### src/rtl/map_redraw_engine.sv
// Background redraw engine: rasters the selected background ROM into the VGA
// adapter on request and handshakes completion back to the game-state controller.
module map_redraw_engine #(
  parameter int WIDTH    = 320,
  parameter int HEIGHT   = 240,
  parameter int COLOUR_W = 9,
  parameter int ADDR_W   = 17
) (
  input  logic                clock,
  input  logic                resetn,
  input  logic                drawMap,
  input  logic [3:0]          gameState,
  input  logic [COLOUR_W-1:0] romColour,
  output logic [ADDR_W-1:0]   romAddr,
  output logic [2:0]          mapSel,
  output logic [8:0]          vgaX,
  output logic [7:0]          vgaY,
  output logic [COLOUR_W-1:0] vgaColour,
  output logic                vgaPlot,
  output logic                busy,
  output logic                doneRedraw
);

  typedef enum logic [1:0] {IDLE, SCAN, FLUSH, DONE} state_t;

  localparam logic [8:0]        X_LAST   = 9'(WIDTH - 1);
  localparam logic [7:0]        Y_LAST   = 8'(HEIGHT - 1);
  localparam logic [ADDR_W-1:0] ADDR_ONE = ADDR_W'(1);

  state_t     state;
  logic [8:0] xCnt;
  logic [7:0] yCnt;
  logic [8:0] plotX_p1;
  logic [7:0] plotY_p1;
  logic       vld_p1;
  logic [2:0] mapDecode;

  function automatic logic [2:0] decodeMap(input logic [3:0] code);
    logic [2:0] bank;
    case (code)
      4'd1, 4'd2:       bank = 3'd1;
      4'd3, 4'd4:       bank = 3'd2;
      4'd5, 4'd6:       bank = 3'd3;
      4'd7, 4'd8, 4'd9: bank = 3'd4;
      default:          bank = 3'd0;
    endcase
    return bank;
  endfunction

  assign mapDecode = decodeMap(gameState);

  always_ff @(posedge clock or negedge resetn) begin
    if (!resetn) begin
      state      <= IDLE;
      xCnt       <= '0;
      yCnt       <= '0;
      romAddr    <= '0;
      mapSel     <= '0;
      plotX_p1   <= '0;
      plotY_p1   <= '0;
      vld_p1     <= 1'b0;
      busy       <= 1'b0;
      doneRedraw <= 1'b0;
    end else begin
      case (state)
        IDLE: begin
          vld_p1 <= 1'b0;
          if (drawMap) begin
            mapSel  <= mapDecode;
            xCnt    <= '0;
            yCnt    <= '0;
            romAddr <= '0;
            busy    <= 1'b1;
            state   <= SCAN;
          end
        end
        // p0 -> p1: coordinates of the issued address follow the ROM's read latency
        SCAN: begin
          plotX_p1 <= xCnt;
          plotY_p1 <= yCnt;
          vld_p1   <= 1'b1;
          if (xCnt == X_LAST && yCnt == Y_LAST) begin
            state <= FLUSH;
          end else begin
            romAddr <= romAddr + ADDR_ONE;
            if (xCnt == X_LAST) begin
              xCnt <= '0;
              yCnt <= yCnt + 8'd1;
            end else begin
              xCnt <= xCnt + 9'd1;
            end
          end
        end
        FLUSH: begin
          vld_p1     <= 1'b0;
          busy       <= 1'b0;
          doneRedraw <= 1'b1;
          state      <= DONE;
        end
        DONE: begin
          if (!drawMap) begin
            doneRedraw <= 1'b0;
            state      <= IDLE;
          end else if (mapDecode != mapSel) begin
            // Game state moved on while the controller still wants a map: redraw at once.
            mapSel     <= mapDecode;
            xCnt       <= '0;
            yCnt       <= '0;
            romAddr    <= '0;
            busy       <= 1'b1;
            doneRedraw <= 1'b0;
            state      <= SCAN;
          end
        end
        default: state <= IDLE;
      endcase
    end
  end

  assign vgaX      = plotX_p1;
  assign vgaY      = plotY_p1;
  assign vgaPlot   = vld_p1;
  assign vgaColour = vld_p1 ? romColour : '0;

endmodule

### config.mk
export PLATFORM = sky130hd
export DESIGN_NAME = map_redraw_engine
export DESIGN_NICKNAME = d
export VERILOG_FILES = /design/src/rtl/map_redraw_engine.sv
export SDC_FILE = /design/constraint.sdc
export NUM_CORES = 1
export LEC_CHECK = 0
export ABC_AREA = 1
export CAP_MARGIN = 20
export CORE_AREA = 8 8 90 92
export DETAILED_ROUTE_END_ITERATION = 16
export DIE_AREA = 0 0 98 100
export PLACE_DENSITY = 0.79
export SYNTH_ARGS = -nofsm -noshare
export SYNTH_HDL_FRONTEND = slang
export SYNTH_SLANG_ARGS = --single-unit
### constraint.sdc
create_clock -name clock -period 2 [get_ports clock]
set_input_delay 0.4 -clock clock [delete_from_list [all_inputs] [get_ports clock]]
set_output_delay 0.4 -clock clock [all_outputs]
set_load 0.02 [all_outputs]
[After elaboration in Yosys (flattened, before gate mapping)]
Memory sizes are Yosys's and may differ from the RTL's.
Cells that the tools add are included.
Storage, ports and cells
  output and inout bits: 49
  register bits: 59
  memories kept: 1
  ROM bits: 48
  input port bits: 16
  word-level logic and storage cells: 76
Memories
  (no name shown): depth 16, width 3, rd ports 1, clocked after Yosys merged registers in 0, wr ports 0, RTL line 40  | case (code)
Cells by class
  equal/unequal tests: 13
  mux-type cells: 35
  reductions and logical operators: 14
  add/subtract/negate cells: 3
Operators with widths (count)
  $mux 17: 4
  $mux 9: 6
  $pmux 17 s3: 1
  $mux 8: 5
  $pmux 9 s3: 1
  $pmux 8 s3: 1
  $add 17x1->17 const B: 1
  $ne 2x2->1 const B: 6
  $add 9x1->9 const B: 1
  $eq 9x9->1 const B: 1
  $mux 3: 3
  $add 8x1->8 const B: 1
  $eq 8x8->1 const B: 1
  $mux 2: 4
  $pmux 2 s4: 1
  $reduce_and 4->1: 2
  $pmux 3 s2: 1
  $reduce_and 6->1: 1
  $reduce_bool 2->1: 3
  $reduce_bool 3->1: 2
  $mux 1: 5
  $reduce_and 5->1: 1
  $eq 2x2->1 const B: 2
  $pmux 1 s2: 2
  other kinds (9): 9

[Depth between registers and ports, before layout]
Gate-level depths: netlist of the first run.
An unclocked memory read counts as a cell.
  depth after elaboration: 5
  depth in mapped cells: 14
  gate-level depth less buffers: 12

[Worst setup path before layout of the first run]
OpenSTA, ideal clock, no wires.
  kind: register to register
  from: register state[0]
  to: register romAddr[0]
  path buffers: 2
  cell stages (with the launch flop): 14
  path slack: 278 ps
  arrival: 1651 ps
  period minus slack after synthesis: 1722 ps
  path through: dfrtp_1 > inv_1 > ha_1 > inv_1 > nand2_1 > a21oi_1 > nand2_2 > inv_4 > nand2_4 > buf_8 > inv_4 > buf_6 > nor2_2 > nor2_1
On the way
  cells in the longest elaborated chain, start to end: 3
  elaborated cells between the ends (all ways): 10
  classes of those cells: 6 x eq/ne; 1 x mux; 3 x reduce/logical
RTL lines
  start: declaration: RTL line 30  | state_t state;
  start signal: assignment: RTL line 54  | state <= IDLE;
  start signal: assignment: RTL line 74  | state <= SCAN;
  start signal: assignment: RTL line 83  | state <= FLUSH;
  $eq 2x2->1, or another cell as far along: RTL line 65  | case (state)
  $ne 2x2->1 (no line) or $reduce_bool 3->1 (tied branches)
  $reduce_and 5->1 (no line)
  end signal: assignment: RTL line 85  | romAddr <= romAddr + ADDR_ONE;
  end: declaration: RTL line 14  | output logic [ADDR_W-1:0] romAddr,
Parallel ways exist; a longest one is shown, timed or not.
A chain may end at the register's enable or synchronous reset.

[Final worst setup path of the first run]
  from: input romColour[7]
  to: output vgaColour[7]
On the way
  cells in the longest elaborated chain, start to end: 1
RTL lines
  start: declaration: RTL line 13  | input logic [COLOUR_W-1:0] romColour,
  $mux 9: RTL line 123  | assign vgaColour = vld_p1 ? romColour : '0;
  end: declaration: RTL line 18  | output logic [COLOUR_W-1:0] vgaColour,
No other way between the ends.

==> impl_results.md, run 1 <==
* GRT Overall Usage at 0.171
* RePlAce Congestion at 0.897
* First-pass GRT wire length at 13900 um
* Clk slew on worst S/H paths at 0.07 ns
* Slowest CP cell: clkdlybuf4s50_1
* Final Cell Area at 4390 um2
* CP Capture Point: vgaColour[7]
* Cell Area, Synth at 3390 um2
* Initial antenna violation count at 0
* DRC at 0
* H-tree depth at 3
* Fin. Hold Viols at 0
* Reg-to-reg slack, setup at 0.19 ns
* Vias in the first global route at 3071
* Inserted Clock Buffers at 9
* Crit. path cell count at 4
* Initial Util at 0.510
* Postcts setup bufs at 0
* Worst-Skew Late Latency at 0.34 ns
* CP Capture Type: primary output
* Reg2reg start: state[0]
* DRT Pass-1 Iters at 4
* Crit path cell chain: clkdlybuf4s50_1, nand2_1, inv_1, clkdlybuf4s50_1
* Total number of vias at 3133
* Worst Reg-to-Reg Cells at 11
* Worst reg2reg path endpoint: romAddr[1]
* Commonest cells after routing, fill and taps aside: 172 x nand2_1, 56 x dfrtp_1, 56 x clkdlybuf4s50_1
* CP Class: in2out
* Most used cell, CP: clkdlybuf4s50_1
* Mapped Nets at 484
* IO Pins at 65
* Antenna diodes at 0
* Fraction of layout cells with a size suffix above 1 at 0.0880
* Max-cap violations at 0
* Crit path launch: romColour[7]
* Dpl ws at -0.244 ns
* Crit-path leading delay family: buffers and inverters
* Largest net degree at the start of global routing at 60
* Commonest non-fill, non-tap cell in the layout: nand2_1
* Clock tree buffer depth at 2
* Routed WL at 7870 um
* Vias per cell at 5.10
* Register bit total from synthesis at 59
* DR WL met3 at 449 um
* Worst Hold Class: in2async
* Min Tclk post-route at 1.95 ns
* Core footprint at 6640 um2
* Crit-path max FO at 1
* DR iter-0 viols at 111
* CTS tree: done
* Antenna-violating nets left at 0
* Crit path buffers/inverters at 3
* Power density cells at 1090 nW/um2
* Post-synthesis cell count at 458
* Die X at 98 um
* M1 wire length at 3500 um
* Leak at 2.14 nW
* Finish-stage setup viols at 0
* # fillers at 561
* Run status: finished, final reports clean
* Final period util at 0.976
* Final WS setup at 0.0472 ns
* Power Total at 4.80 mW
* Die area at 9800 um2
* Clock Root Buffer: clkbuf_8
* Layout Skew at 0.0103 ns
* Placed cell area at 4140 um2
* Sequential share of the synthesized area at 0.435
* Max layer used: met4
* CP arrival at 1.55 ns
* Slowest Stage Delay on Critical Path at 0.60 ns
* CTS sink count at 59
* Row cnt at 30
* DIE HEIGHT at 100 um
* Worst-margin pin slew at 0.390 ns
* Yosys cell types at 32
* Crit start category: input pin
* Synthesis Warnings at 0
* Syn avg cell area at 7.40 um2
* Hold_buf cts at 0
* Worst vdd ir at 925 uV
* DP HPWL at 5720 um
* Routed met2 length at 3730 um
* Final-report max-slew violation count at 0
* Area Overhead vs Synth at 29.4%
* Critical Path RT at 1.60 ns
* Routed length per placed instance at 12.8 um
* Max-slew headroom at 0.740
* Final nets at 555
* PortBufs at 64
* FMAX at 512 MHz
* Setup TNS at 0 ns
* Remaining global-route overflow at 0
## sequential cells by signal, indices dropped and copies added, names as in the netlist
name,flops
vgaPlot,1
romAddr,17
state,2
busy,1
yCnt,8
vgaY,8
vgaX,9
mapSel,3
doneRedraw,1
xCnt,9
## final cells by class
cell class	instances	area [um2]	area share
clock buffers	11	131	0.0299
clock inverters	5	77.6	0.0177
inverters	41	159	0.0362
multi-input cells	344	1690	0.385
flip-flops and latches	59	1480	0.337
well taps	80	100	0.0228
repair buffers	74	753	0.172
## worst min path at each step
stage / start / end / slack, ns / cells past startpoint
final: resetn / vgaX[3] / 0.05 / 2
after global routing: resetn / vgaX[0] / 0.06 / 2
after CTS: resetn / vgaX[3] / 0.06 / 2
after detailed placement: resetn / vgaX[3] / 0.43 / 2
after global placement: resetn / vgaX[4] / 0.43 / 2
after floorplan: resetn / busy / 0.10 / 0
## per-stage QoR
stage,std cells,utilization,hold WS [ns]
after CTS,614,0.654,0.0568
after global routing,614,0.661,0.0598
after floorplan,458,-,0.104
after detailed placement,598,0.623,0.427
final,614,0.661,0.0496
after global placement,598,0.623,0.428
## Yosys cell counts, drive strengths merged
| library cell | number | share of area |
|---|---|---|
| a21oi | 4 | 0.0070 |
| nor3 | 8 | 0.012 |
| nand2 | 175 | 0.20 |
| o31ai | 1 | 0.0022 |
| or2 | 1 | 0.0018 |
| nand4 | 17 | 0.031 |
| clkinv | 1 | 0.0011 |
| inv | 40 | 0.046 |
| o211ai | 1 | 0.0022 |
| nor2 | 45 | 0.054 |
| o21bai | 1 | 0.0022 |
| buf | 6 | 0.017 |
| dfrtp | 59 | 0.44 |
| nor3b | 1 | 0.0022 |
| xnor2 | 2 | 0.0052 |
| o21ai | 33 | 0.049 |
| nand3 | 29 | 0.049 |
| clkbuf | 8 | 0.0092 |
| nand3b | 4 | 0.0089 |
| ha | 10 | 0.037 |
| xor2 | 12 | 0.031 |
## kinds of logic (layout without fill, tap and decap cells)
| kind of cell | after synthesis | in the layout | synth area share |
|---|---|---|---|
| buffers and inverters | 55 | 131 | 0.0734 |
| adders and majority gates | 10 | 10 | 0.0369 |
| DFF | 59 | 59 | 0.435 |
| xor gates and xnor gates | 14 | 14 | 0.0362 |
| AOI/OAI and AO/OA | 40 | 40 | 0.0624 |
| and+or+nand+nor | 280 | 280 | 0.356 |
## metal layers
layer / vias to the layer above / GRT usage
li1: 1603 / -
met1: 1431 / 0.202
met2: 83 / 0.282
met3: 16 / 0.0602
met4: 0 / 0.0576
met5: - / 0
## power by group
part / switching, mW / internal (mW)
logic: 1.28 / 0.779
registers: 0.202 / 1.38
clock network: 0.473 / 0.698
total: 1.95 / 2.85
## what timing repair did
action                     4_1_cts  5_1_grt
gates resized for setup          2       15
pin swaps                        0        3
setup endpoints to repair        9       43
No activity file was read; power rests on OpenSTA's default activity.
==> run 2: changes to the inputs <==
--- a/config.mk
+++ b/config.mk
@@ -10,6 +10,7 @@
 export CORE_AREA = 8 8 90 92
 export DETAILED_ROUTE_END_ITERATION = 16
 export DIE_AREA = 0 0 98 100
+export HOLD_SLACK_MARGIN = 0.06
 export PLACE_DENSITY = 0.79
 export SYNTH_ARGS = -nofsm -noshare
 export SYNTH_HDL_FRONTEND = slang
==> impl_results.md, run 2 (synthesis results as in run 1) <==
* DRT Pass-1 Iters at 5 (was 4)
* Clock tree buffer depth at 2 (unchanged)
* DIE HEIGHT at 100 um (unchanged)
* Inserted Clock Buffers at 9 (unchanged)
* IO Pins at 65 (unchanged)
* Fin util at 0.662 (was 0.661)
* DP HPWL at 5720 um (unchanged)
* DR iter-0 viols at 108 (was 111)
* Slowest Stage Delay on Critical Path at 0.60 ns (about the same)
* Routed length per placed instance at 12.8 um (about the same)
* Min Tclk post-route at 1.95 ns (about the same)
* Setup TNS at 0 ns (unchanged)
* Commonest non-fill, non-tap cell in the layout: nand2_1 (unchanged)
* Clk slew on worst S/H paths at 0.07 ns (about the same)
* Routed WL at 7880 um (was 7870 um)
* H-tree depth at 3 (unchanged)
* DRC at 0 (unchanged)
* Commonest cells after routing, fill and taps aside: 172 x nand2_1, 56 x dfrtp_1, 56 x clkdlybuf4s50_1 (unchanged)
* Global-route met2 utilization at 0.282 (unchanged)
* Power density cells at 1090 nW/um2 (about the same)
* Crit path cell chain: clkdlybuf4s50_1, nand2_1, inv_1, clkdlybuf4s50_1 (unchanged)
* Crit-path max FO at 1 (unchanged)
* Slowest CP cell: clkdlybuf4s50_1 (unchanged)
* Largest net degree at the start of global routing at 60 (unchanged)
* CP Class: in2out (unchanged)
* Die X at 98 um (unchanged)
* Final-report max-slew violation count at 0 (unchanged)
* Initial antenna violation count at 0 (unchanged)
* Die area at 9800 um2 (unchanged)
* Largest register by flop count: romAddr (unchanged)
* Area taken by multi-input logic gates at 1690 um2 (unchanged)
* Reg-to-reg slack, setup at 0.19 ns (about the same)
* Met3 Use GR at 0.0602 (unchanged)
* CTS sink count at 59 (unchanged)
* Final nets at 556 (was 555)
* GRT Overall Usage at 0.171 (about the same)
* Antenna-violating nets left at 0 (unchanged)
* First-pass GRT wire length at 13900 um (about the same)
* Max reg flops at 17 (unchanged)
* Worst-margin pin slew at 0.389 ns (was 0.390 ns)
* Worst Hold Class: reg2reg (was in2async)
* Crit-path leading delay family: buffers and inverters (unchanged)
* Fraction of layout cells with a size suffix above 1 at 0.0879 (was 0.0880)
* Initial Util at 0.510 (unchanged)
* Register area at 1480 um2 (unchanged)
* Area Overhead vs Synth at 29.7% (was 29.4%)
* Max-slew headroom at 0.741 (was 0.740)
* CP Capture Type: primary output (unchanged)
* Grt met1 use at 0.203 (was 0.202)
* CP arrival at 1.55 ns (about the same)
* PortBufs at 64 (unchanged)
* Total number of vias at 3137 (was 3133)
* Vias in the first global route at 3074 (was 3071)
* Final period util at 0.976 (about the same)
* Finish-stage setup viols at 0 (unchanged)
* Worst vdd ir at 926 uV (was 925 uV)
* CTS tree: done (unchanged)
* RePlAce Congestion at 0.897 (unchanged)
* Clock Root Buffer: clkbuf_8 (unchanged)
* Max-cap violations at 0 (unchanged)
* Run status: finished, final reports clean (unchanged)
* Row cnt at 30 (unchanged)
* Crit path buffers/inverters at 3 (unchanged)
* Fin. Hold Viols at 0 (unchanged)
* Core footprint at 6640 um2 (unchanged)
* Vias per cell at 5.10 (about the same)
* Leak at 2.15 nW (was 2.14 nW)
* Most used cell, CP: clkdlybuf4s50_1 (unchanged)
* # fillers at 560 (was 561)
* Remaining global-route overflow at 0 (unchanged)
* Grt peak-use layer: met2 (unchanged)
* Crit start category: input pin (unchanged)
* Postcts setup bufs at 0 (unchanged)
* Worst-Skew Late Latency at 0.34 ns (about the same)
* FMAX at 512 MHz (about the same)
* Critical Path RT at 1.60 ns (about the same)
* Antenna diodes at 0 (unchanged)
* Layout Skew at 0.00936 ns (was 0.0103 ns)
run 2: cell types whose count changed in the layout (fill, tap and decap cells not counted), sizes merged:
| cell | before | now |
|---|---|---|
| dlygate4sd3 | 0 | 1 |
run 2: worst paths after layout:
| kind | startpoint | to | cells after the start |
|---|---|---|---|
| max reg2reg | state[0] | romAddr[1] | 11 |
| min | vgaY[1] | vgaY[1] | 2 |
| max in group asynchronous | resetn | state[1] | 3 |
| max | romColour[7] | vgaColour[7] | 4 |
| min in group asynchronous | resetn | vgaX[3] | 3 |
| min reg2reg | vgaY[1] | vgaY[1] | 2 |
run 2: power breakdown:
part | total (mW) | internal, mW | switching (mW) | leakage [nW]
Combinational | 2.06 | 0.780 | 1.28 | 1.25
Sequential | 1.58 | 1.38 | 0.201 | 0.799
Clock | 1.17 | 0.698 | 0.471 | 0.103
run 2: repair_timing:
action | 4_1_cts | 5_1_grt
endpoints found under the hold margin | 14 | 0
gates resized for setup | 2 | 15
pin swaps | 0 | 3
setup endpoints to repair | 9 | 43
hold buffers | 1 | 0
run 2: per-layer routing:
| metal | wire, um | share of wire |
|---|---|---|
| met3 | 461 | 0.058 |
| met2 | 3740 | 0.47 |
| met1 | 3490 | 0.44 |
| met4 | 185 | 0.023 |
| met5 | 0 | 0 |
run 2: area by class of cell:
class	count	area share
clock inverter	5	0.0176
timing repair buffer	75	0.173
clock buffer	11	0.0299
inverter	41	0.0361
tap	80	0.0228
multi-input combinational	344	0.384
sequential	59	0.336
run 2: worst reg2reg max path, cell delays in order, from the launching register on:
cell	delay (ns)
dfrtp_2	0.43
inv_1	0.08
ha_1	0.23
inv_1	0.08
nand2_1	0.09
a21oi_1	0.19
nand2_2	0.09
inv_4	0.12
nand2_4	0.09
buf_12	0.16
nand2_1	0.05
o21ai_0	0.08
run 2: through the flow:
stage	power (mW)	setup WS (ns)	std cells	area, um2	hold slack [ns]
2_1_floorplan	2.96	0.278	458	3390	0.104
3_3_place_gp	3.58	-0.182	598	4140	0.428
3_5_place_dp	3.63	-0.244	598	4140	0.427
4_1_cts	4.81	0.0350	615	4360	0.475
5_1_grt	5.16	-0.00150	615	4400	0.500
6_report	4.80	0.0472	615	4400	0.472
==> run 3: changes to the inputs <==
--- a/config.mk
+++ b/config.mk
@@ -6,12 +6,14 @@
 export NUM_CORES = 1
 export LEC_CHECK = 0
 export ABC_AREA = 1
+export ABC_CLOCK_PERIOD_IN_PS = 1800
 export CAP_MARGIN = 20
 export CORE_AREA = 8 8 90 92
 export DETAILED_ROUTE_END_ITERATION = 16
 export DIE_AREA = 0 0 98 100
 export HOLD_SLACK_MARGIN = 0.06
 export PLACE_DENSITY = 0.79
+export SLEW_MARGIN = 20
 export SYNTH_ARGS = -nofsm -noshare
 export SYNTH_HDL_FRONTEND = slang
 export SYNTH_SLANG_ARGS = --single-unit
==> constraint.sdc (replaced) <==
create_clock -name clock -period 1.8 [get_ports clock]
set_input_delay 0.36 -clock clock [delete_from_list [all_inputs] [get_ports clock]]
set_output_delay 0.36 -clock clock [all_outputs]
set_load 0.02 [all_outputs]
==> impl_results.md, run 3 (synthesis results as in run 1) <==
* Commonest non-fill, non-tap cell in the layout: nand2_1 (unchanged)
* CP Class: reg2out (was in2out)
* Largest net degree at the start of global routing at 60 (unchanged)
* Max reg flops at 17 (unchanged)
* Antenna diodes at 0 (unchanged)
* DRC at 0 (unchanged)
* GRT Overall Usage at 0.173 (was 0.171)
* Crit-path leading delay family: buffers and inverters (unchanged)
* DR iter-0 viols at 106 (was 108)
* Finish-stage setup viols at 0 (unchanged)
* Largest register by flop count: romAddr (unchanged)
* Routed WL at 8130 um (was 7880 um)
* Final-report max-slew violation count at 0 (unchanged)
* Fin. Hold Viols at 0 (unchanged)
* Crit start category: flop (was input pin)
* Final period util at 0.979
* Commonest cells after routing, fill and taps aside: 171 x nand2_1, 58 x dfrtp_1, 40 x nor2_1 (was 172 x nand2_1, 56 x dfrtp_1, 56 x clkdlybuf4s50_1)
* Run status: finished, final reports clean (unchanged)
* Fin util at 0.679 (was 0.662)
* Vias per cell at 5.15 (was 5.10)
* Final cell count without fillers at 624 (was 615)
* H-tree depth at 3 (unchanged)
* CP arrival at 1.40 ns (was 1.55 ns)
* DRT Pass-1 Iters at 4 (was 5)
* Slowest CP cell: clkdlybuf4s50_1 (unchanged)
* Switching Share at 0.407 (was 0.406)
* Antenna-violating nets left at 0 (unchanged)
* IO Pins at 65 (unchanged)
* Int Power at 3.28 mW (was 2.85 mW)
* Initial antenna violation count at 0 (unchanged)
* # fillers at 572 (was 560)
* Worst-margin pin slew at 0.307 ns (was 0.389 ns)
* Worst Hold Class: reg2reg (unchanged)
* DIE HEIGHT at 100 um (unchanged)
* FMAX at 568 MHz
* Crit path cell chain: clkdlybuf4s50_1 (was clkdlybuf4s50_1, nand2_1, inv_1, clkdlybuf4s50_1)
* Final WS setup at 0.0382 ns (was 0.0472 ns)
* Crit path buffers/inverters at 1 (was 3)
* CTS sink count at 59 (unchanged)
* Layout Skew at 0.00572 ns (was 0.00936 ns)
* First-pass GRT wire length at 14200 um (was 13900 um)
* Clk slew on worst S/H paths at 0.06 ns (was 0.07 ns)
* Initial Util at 0.510 (unchanged)
* Area Overhead vs Synth at 33.1% (was 29.7%)
* CP Capture Type: primary output (unchanged)
* Critical Path RT at 1.44 ns (was 1.60 ns)
* Dpl ws at -0.472 ns (was -0.244 ns)
* Sequential Power Share at 0.313 (was 0.328)
* Remaining global-route overflow at 0 (unchanged)
* Final nets at 567 (was 556)
* Clock tree buffer depth at 2 (unchanged)
* PortBufs at 64 (unchanged)
* Die X at 98 um (unchanged)
* Max-cap violations at 0 (unchanged)
* Power density cells at 1230 nW/um2 (was 1090 nW/um2)
* P_sw at 2.25 mW (was 1.95 mW)
* Worst-Skew Late Latency at 0.33 ns (was 0.34 ns)
* Total number of vias at 3212 (was 3137)
* Core footprint at 6640 um2 (unchanged)
* Vias in the first global route at 3164 (was 3074)
* Crit-path max FO at 5 (was 1)
* Die area at 9800 um2 (unchanged)
* Min Tclk post-route at 1.76 ns
* RePlAce Congestion at 0.849 (was 0.897)
* Leak at 2.34 nW (was 2.15 nW)
* Slowest Stage Delay on Critical Path at 0.64 ns (was 0.60 ns)
* Max-slew headroom at 0.795 (was 0.741)
* Row cnt at 30 (unchanged)
* Fin Hold WS at 0.472 ns (about the same)
* Routed length per placed instance at 13.0 um (was 12.8 um)
* Clock Root Buffer: clkbuf_8 (unchanged)
* Worst vdd ir at 1020 uV (was 926 uV)
* Fraction of layout cells with a size suffix above 1 at 0.116 (was 0.0879)
* Reg-to-reg slack, setup at 0.13 ns (was 0.19 ns)
* Setup TNS at 0 ns (unchanged)
* Inserted Clock Buffers at 9 (unchanged)
* Total placed cells including tap cells at 604 (was 598)
* DP HPWL at 5880 um (was 5720 um)
* Clock share of power at 0.222 (was 0.243)
* Combinational share of power at 0.464 (was 0.428)
* CTS tree: done (unchanged)
## run 3: timing repair
action                                  in CTS  in global routing
setup buffers                                1                  4
resized for setup                           23                 23
endpoints found under the setup margin      51                 46
hold buffers                                 1                  0
pin swaps                                    1                  3
endpoints found under the hold margin       59                  0
## run 3: per-layer routing
layer	GRT usage	routed length (um)	vias to the layer above
met5	0	0	-
met4	0.0647	160	0
met3	0.0484	421	21
met2	0.297	3960	83
met1	0.202	3590	1481
li1	-	-	1627
## run 3: area by class of cell
class                           instances  area, um2  area share
Tap cell                               80        100      0.0222
Multi-Input combinational cell        344       1720       0.382
Clock buffer                           12        165      0.0366
Timing Repair Buffer                   86        847       0.188
Clock inverter                          2       35.0     0.00776
Sequential cell                        59       1480       0.328
Inverter                               41        164      0.0363
## run 3: worst register-to-register path, cell delays in order (launching register included)
cell	delay [ns]
dfrtp_1	0.42
buf_4	0.16
ha_1	0.23
inv_1	0.08
buf_4	0.22
buf_4	0.28
o21ai_0	0.14
## run 3: worst paths after layout
path,end,start,cells after the start
worst max-delay path,romAddr[6],romAddr[6],1
worst min-delay path,vgaY[7],vgaY[7],2
worst max register to register,vgaY[4],state[0],6
worst min register to register,vgaY[7],vgaY[7],2
max in group asynchronous,vgaPlot,resetn,3
min in group asynchronous,vgaX[2],resetn,3
## run 3: per-stage QoR
step / cell area, um2 / total power [mW]
3_3_place_gp: 4190 / 4.10
2_1_floorplan: 3390 / 3.29
3_5_place_dp: 4190 / 4.18
4_1_cts: 4430 / 5.45
6_report: 4510 / 5.54
5_1_grt: 4510 / 5.91
## run 3: power by group through the flow
stage | logic (mW) | clock network (mW) | registers, mW
global placement | 2.36 | 0 | 1.74
detailed placement | 2.42 | 0 | 1.75
CTS | 2.46 | 1.25 | 1.73
finish | 2.57 | 1.23 | 1.74
floorplan | 1.43 | 0 | 1.86
global route | 2.83 | 1.31 | 1.77
